===== src/rtl/load_store_unit.sv =====
// Memory stage: turns the ALU result into a byte/halfword/word bus access and
// delivers one registered writeback result (or exception) per instruction.
module load_store_unit #(
    parameter int unsigned BUS_TIMEOUT = 255
) (
    input  logic        clk,
    input  logic        rst,
    input  logic        ex_valid,
    output logic        ex_ready,
    input  logic [31:0] ex_result,
    input  logic [31:0] ex_store_data,
    input  logic [3:0]  ex_mem_op,
    input  logic [4:0]  ex_rd,
    input  logic        ex_reg_write,
    output logic        bus_req,
    output logic        bus_we,
    output logic [31:0] bus_addr,
    output logic [3:0]  bus_be,
    output logic [31:0] bus_wdata,
    input  logic        bus_ack,
    input  logic [31:0] bus_rdata,
    output logic        wb_valid,
    output logic [4:0]  wb_rd,
    output logic        wb_reg_write,
    output logic [31:0] wb_data,
    output logic [2:0]  wb_exc,
    output logic [31:0] wb_exc_addr
);

    localparam logic [3:0] OpLb  = 4'd1;
    localparam logic [3:0] OpLh  = 4'd2;
    localparam logic [3:0] OpLw  = 4'd3;
    localparam logic [3:0] OpLbu = 4'd4;
    localparam logic [3:0] OpLhu = 4'd5;
    localparam logic [3:0] OpSb  = 4'd6;
    localparam logic [3:0] OpSh  = 4'd7;
    localparam logic [3:0] OpSw  = 4'd8;

    typedef enum logic [0:0] {StIdle, StBus} state_t;

    state_t      r_state;
    state_t      w_state_d;
    logic [3:0]  r_op;
    logic [31:0] r_addr;
    logic [4:0]  r_rd;
    logic        r_reg_write;
    logic [31:0] r_cnt;

    logic        w_accept;
    logic        w_is_load;
    logic        w_is_store;
    logic        w_is_half;
    logic        w_is_word;
    logic        w_misaligned;
    logic [3:0]  w_be;
    logic [31:0] w_wdata;
    logic        w_start;
    logic        w_done_ack;
    logic        w_done_to;
    logic        w_timeout;
    logic [31:0] w_shifted;
    logic [31:0] w_load_data;

    assign ex_ready = (r_state == StIdle);
    assign w_accept = ex_valid && ex_ready;
    assign w_timeout = (BUS_TIMEOUT != 32'd0) && ((r_cnt + 32'd1) == BUS_TIMEOUT);

    // Decode and store formatting for the instruction currently offered by execute.
    always_comb begin
        w_is_load  = 1'b0;
        w_is_store = 1'b0;
        w_is_half  = 1'b0;
        w_is_word  = 1'b0;
        w_be       = 4'b1111;
        w_wdata    = 32'd0;
        case (ex_mem_op)
            OpLb, OpLbu: w_is_load = 1'b1;
            OpLh, OpLhu: begin
                w_is_load = 1'b1;
                w_is_half = 1'b1;
            end
            OpLw: begin
                w_is_load = 1'b1;
                w_is_word = 1'b1;
            end
            OpSb: begin
                w_is_store = 1'b1;
                w_be       = 4'b0001 << ex_result[1:0];
                w_wdata    = {4{ex_store_data[7:0]}};
            end
            OpSh: begin
                w_is_store = 1'b1;
                w_is_half  = 1'b1;
                w_be       = ex_result[1] ? 4'b1100 : 4'b0011;
                w_wdata    = {2{ex_store_data[15:0]}};
            end
            OpSw: begin
                w_is_store = 1'b1;
                w_is_word  = 1'b1;
                w_wdata    = ex_store_data;
            end
            default: ;
        endcase
        w_misaligned = (w_is_half && ex_result[0]) || (w_is_word && (ex_result[1:0] != 2'b00));
    end

    always_comb begin
        w_shifted   = bus_rdata >> {r_addr[1:0], 3'b000};
        w_load_data = w_shifted;
        case (r_op)
            OpLb:    w_load_data = {{24{w_shifted[7]}}, w_shifted[7:0]};
            OpLbu:   w_load_data = {24'd0, w_shifted[7:0]};
            OpLh:    w_load_data = {{16{w_shifted[15]}}, w_shifted[15:0]};
            OpLhu:   w_load_data = {16'd0, w_shifted[15:0]};
            OpLw:    w_load_data = bus_rdata;
            default: w_load_data = 32'd0;
        endcase
    end

    always_comb begin
        w_state_d  = r_state;
        w_start    = 1'b0;
        w_done_ack = 1'b0;
        w_done_to  = 1'b0;
        case (r_state)
            StIdle: begin
                if (w_accept && (w_is_load || w_is_store) && !w_misaligned) begin
                    w_start   = 1'b1;
                    w_state_d = StBus;
                end
            end
            StBus: begin
                // An ack on the limit cycle wins over the timeout.
                if (bus_ack) begin
                    w_done_ack = 1'b1;
                    w_state_d  = StIdle;
                end else if (w_timeout) begin
                    w_done_to = 1'b1;
                    w_state_d = StIdle;
                end
            end
            default: w_state_d = StIdle;
        endcase
    end

    always_ff @(posedge clk) begin
        if (rst) begin
            r_state      <= StIdle;
            r_op         <= 4'd0;
            r_addr       <= 32'd0;
            r_rd         <= 5'd0;
            r_reg_write  <= 1'b0;
            r_cnt        <= 32'd0;
            bus_req      <= 1'b0;
            bus_we       <= 1'b0;
            bus_addr     <= 32'd0;
            bus_be       <= 4'd0;
            bus_wdata    <= 32'd0;
            wb_valid     <= 1'b0;
            wb_rd        <= 5'd0;
            wb_reg_write <= 1'b0;
            wb_data      <= 32'd0;
            wb_exc       <= 3'd0;
            wb_exc_addr  <= 32'd0;
        end else begin
            r_state  <= w_state_d;
            wb_valid <= 1'b0;
            if (w_start) begin
                r_op        <= ex_mem_op;
                r_addr      <= ex_result;
                r_rd        <= ex_rd;
                r_reg_write <= ex_reg_write;
                r_cnt       <= 32'd0;
                bus_req     <= 1'b1;
                bus_we      <= w_is_store;
                bus_addr    <= {ex_result[31:2], 2'b00};
                bus_be      <= w_be;
                bus_wdata   <= w_wdata;
            end else if (r_state == StIdle && w_accept) begin
                wb_valid <= 1'b1;
                wb_rd    <= ex_rd;
                if (w_misaligned) begin
                    wb_reg_write <= 1'b0;
                    wb_data      <= 32'd0;
                    wb_exc       <= w_is_store ? 3'd2 : 3'd1;
                    wb_exc_addr  <= ex_result;
                end else begin
                    wb_reg_write <= ex_reg_write && (ex_rd != 5'd0);
                    wb_data      <= ex_result;
                    wb_exc       <= 3'd0;
                end
            end
            if (w_done_ack) begin
                bus_req      <= 1'b0;
                wb_valid     <= 1'b1;
                wb_rd        <= r_rd;
                wb_exc       <= 3'd0;
                wb_reg_write <= !bus_we && r_reg_write && (r_rd != 5'd0);
                wb_data      <= bus_we ? 32'd0 : w_load_data;
            end else if (w_done_to) begin
                bus_req      <= 1'b0;
                wb_valid     <= 1'b1;
                wb_rd        <= r_rd;
                wb_exc       <= 3'd3;
                wb_exc_addr  <= r_addr;
                wb_reg_write <= 1'b0;
                wb_data      <= 32'd0;
            end else if (r_state == StBus) begin
                r_cnt <= r_cnt + 32'd1;
            end
        end
    end

endmodule


===== config.mk =====
export PLATFORM = sky130hd
export DESIGN_NAME = load_store_unit
export DESIGN_NICKNAME = d
export VERILOG_FILES = /design/src/rtl/load_store_unit.sv
export SDC_FILE = /design/constraint.sdc
export NUM_CORES = 1
export LEC_CHECK = 0
export BUFFER_PORTS_ARGS = -buffer_cell sky130_fd_sc_hd__buf_2
export CAP_MARGIN = 20
export CORE_MARGIN = 10
export CORE_UTILIZATION = 54
export CTS_CLUSTER_SIZE = 8
export DETAILED_ROUTE_END_ITERATION = 8
export GPL_ROUTABILITY_DRIVEN = 0
export PLACE_DENSITY = 0.83
export SLEW_MARGIN = 20
export SYNTH_ARGS = -nofsm -noshare
export SYNTH_HDL_FRONTEND = slang
export SYNTH_SLANG_ARGS = --single-unit

===== constraint.sdc =====
create_clock -name clk -period 4.7 [get_ports clk]
set_clock_uncertainty 0.2 [all_clocks]
set_input_delay 0.235 -clock clk [delete_from_list [all_inputs] [get_ports clk]]
set_output_delay 0.235 -clock clk [all_outputs]
set_load 0.02 [all_outputs]

==> results.py <==
metrics = {
    "routing": {
        "first_pass_iters": 8,
        "detail-route-antenna-nets": 0,
        "detail_route.wl_per_cell_um": 20.1,
        "wl_um": 34100,
        "route.detailed.drc": 0,
        "routed_via_density": 6.21,
        "drt_iter0_markers": 1306,
        "num_vias": 10500,
    },
    "min_path": {
        "hp-class": "in2reg",
        "min_to": "r_op[0]",
        "min_from": "ex_mem_op[0]",
        "hold_depth": 3,
    },
    "clock_tree": {
        "htree_levels": 4,
        "cts_tree": "done",
        "cts_root_buf": "clkbuf_16",
        "cts_inserted_buffers": 17,
        "cts_setup_buffers": 0,
        "path_clk_slew_ps": 70,
        "clk_latency_ps": 440,
        "cts_sinks": 186,
        "clk_path_buf_depth": 2,
    },
    "worst_setup_path": {
        "rr_startpoint": "r_cnt[1]",
        "reg2reg_to": "r_cnt[23]",
        "timing.reg2reg.setup_slack_ps": 780,
        "cp-end-kind": "flip-flop",
        "start_kind": "flip-flop",
        "reg2regPathDepth": 10,
        "cp.required_ps": 4880,
        "path_class": "reg2reg",
        "arrival_ps": 4110,
        "cp_max_fo": 23,
    },
    "finish": {
        "multiInputGateArea_um2": 5390,
        "regArea_um2": 3720,
        "final_cells": 1693,
        "syn_to_final_growth_pct": 23.9,
        "layout_commonest_cell": "buf_2",
        "drive_gt1_frac": 0.230,
        "nFillCells": 1380,
        "nets": 1557,
        "design_area_um2": 12200,
        "final_cell_mix": "buf_2 (250), dfxtp_1 (186), nand2_1 (164)",
    },
    "sta": {
        "tns_ps": 0,
        "rsz0062_at_grt": "no",
        "tightest_slew_ps": 992,
        "max_freq_mhz": 255,
        "finalCritPeriodShare": 0.835,
        "setup_viol": 0,
        "slew_headroom": 0.338,
        "finalHoldViolations": 0,
        "period_needed_ps": 3920,
        "slew_viol_final": 0,
    },
    "global_routing": {
        "antenna_found_initial": 6,
        "grt_max_degree": 120,
        "first_global_vias": 10100,
        "grtUsageTotal": 0.271,
        "grt_pass1_wl_um": 54000,
        "grt-ovfl-total": 0,
    },
    "power": {
        "report.power.total_mw": 3.87,
        "vdd_ir_drop_max_mv": 0.270,
        "total_leakage_power_nw": 5.23,
        "p_per_area_nw_per_um2": 316,
    },
    "die": {
        "die_y_um": 155,
        "core-area_um2": 18000,
        "start_util": 0.550,
        "dieArea_um2": 24100,
        "fp.dieW_um": 155,
        "rows": 49,
        "num_io_pins": 255,
    },
    "logic_synthesis": {
        "synth_xor_area_frac": 0.0151,
        "synthMuxAreaShare": 0.0599,
        "synth-edff-count": 0,
        "synth_top_family_by_area": "simple AND/OR/NAND/NOR gates",
        "ys_seq_elements": 186,
        "synth.top_cell.area_share": 0.377,
        "yosys.area_share.adder": 0.00253,
        "syn_avg_cell_area_um2": 8.04,
        "synth_compound_area_frac": 0.229,
        "yosysSeqAreaShare": 0.377,
        "synth-async-reset-ratio": 0,
        "synth-simple-area-share": 0.234,
        "yosys.area.top_type": "dfxtp_1",
        "ys.flop_type": "dfxtp_1",
        "yosysWarnings": 0,
        "synth_cells": 1229,
        "ys_top_cells_by_area": "dfxtp_1 (38%), nand2_1 (6.2%), mux2i_1 (5.0%), a221oi_1 (4.9%), nor2_1 (4.9%)",
        "synth.distinct_cells": 70,
        "netlist_area_um2": 9880,
    },
    "run": {
        "cap_violations": 0,
    },
    "placed_design": {
        "placed_area_um2": 10800,
        "dp_hpwl_um": 22300,
        "numPortBuffers": 251,
        "place_inst": 1576,
    },
    "status": {
        "status": "finished clean",
    },
}
-- final cells by class --
cell class,count,area share
Clock buffer,18,0.0359
Sequential cell,186,0.304
Antenna cell,6,0.00123
Multi-Input combinational cell,883,0.440
Clock inverter,14,0.0125
Tap cell,229,0.0234
Timing Repair Buffer,349,0.180
Inverter,8,0.00245
-- sequential cells by signal, summed over array words and instances (netlist names), 2 cells and up --
| name | cells |
|---|---|
| wb_exc | 2 |
| r_cnt | 32 |
| wb_exc_addr | 32 |
| wb_data | 32 |
| wb_rd | 5 |
| bus_wdata | 32 |
| r_op | 4 |
| r_rd | 5 |
| bus_be | 4 |
| r_addr | 32 |
-- worst max-delay path: stages, from the launching register on --
cell	delay [ps]
dfxtp_1	450
ha_1	320
nand3_4	170
nor4_4	440
nand2_1	160
o2bb2ai_1	180
o21ai_0	560
o31ai_4	110
buf_4	210
nor2_2	760
a221o_1	280
-- metal layers --
metal / part of all wire / GRT usage / vias to the layer above
met5: 0 / 0 / -
met4: 0.055 / 0.161 / 0
met3: 0.086 / 0.0714 / 142
met2: 0.47 / 0.420 / 583
met1: 0.39 / 0.330 / 4907
li1: - / - / 4889
-- metrics by stage --
stage | hold WS [ps] | setup WS (ps) | utilization
floorplan | 171 | 1360 | -
global placement | 236 | 969 | 0.604
detailed placement | 244 | 855 | 0.604
CTS | 13.4 | 852 | 0.681
global route | 43.9 | 489 | 0.682
finish | 29.1 | 775 | 0.682
-- cell families (layout without fill, tap and decap cells) --
family                   Yosys count  in the layout
multiplexers                      58             58
AND/OR/NAND/NOR                  487            487
adder cells (fa/ha/maj)            2              2
flip-flops                       186            186
other                              1              9
XOR/XNOR                          17             17
AO/OA/AOI/OAI                    316            316
buffers and inverters            162            389
-- repair_timing --
action,in CTS,in global routing
hold buffers,79,0
setup endpoints to repair,0,0
gates resized for setup,0,0
endpoints found under the hold margin,123,0
-- synthesized netlist by cell type (9+ instances only) --
cell	n
dfxtp_1	186
nand2_1	164
nor2_1	128
a21oi_1	91
clkbuf_1	80
nor3_1	57
a221oi_1	55
mux2i_1	49
a211oi_1	37
buf_4	36
a31oi_1	25
nand3_1	25
a221o_1	19
buf_2	19
o21ai_0	19
nor4_1	18
nor2b_1	16
nand4_1	14
a211o_1	13
and2_1	13
buf_1	12
o21a_1	11
xor2_1	11
o22ai_1	10
mux2_2	9
-- power by group --
group          switching [mW]  total [mW]  internal [mW]  leakage, nW
combinational           0.435       0.699          0.265         3.43
sequential             0.0545        1.71           1.66         1.52
clock                   0.684        1.45          0.769        0.290
-- how the worst max path moves through the flow --
stage / startpoint / end / slack, ps / cells past startpoint
floorplan: r_cnt[0] / r_cnt[23] / 1360 / 11
global placement: r_cnt[0] / r_cnt[25] / 970 / 11
detailed placement: r_cnt[0] / r_cnt[10] / 860 / 11
CTS: r_cnt[0] / r_cnt[18] / 850 / 11
global route: r_cnt[1] / r_cnt[14] / 490 / 10
finish: r_cnt[1] / r_cnt[23] / 780 / 10
Note: power is estimated with default switching activity, not from simulation.
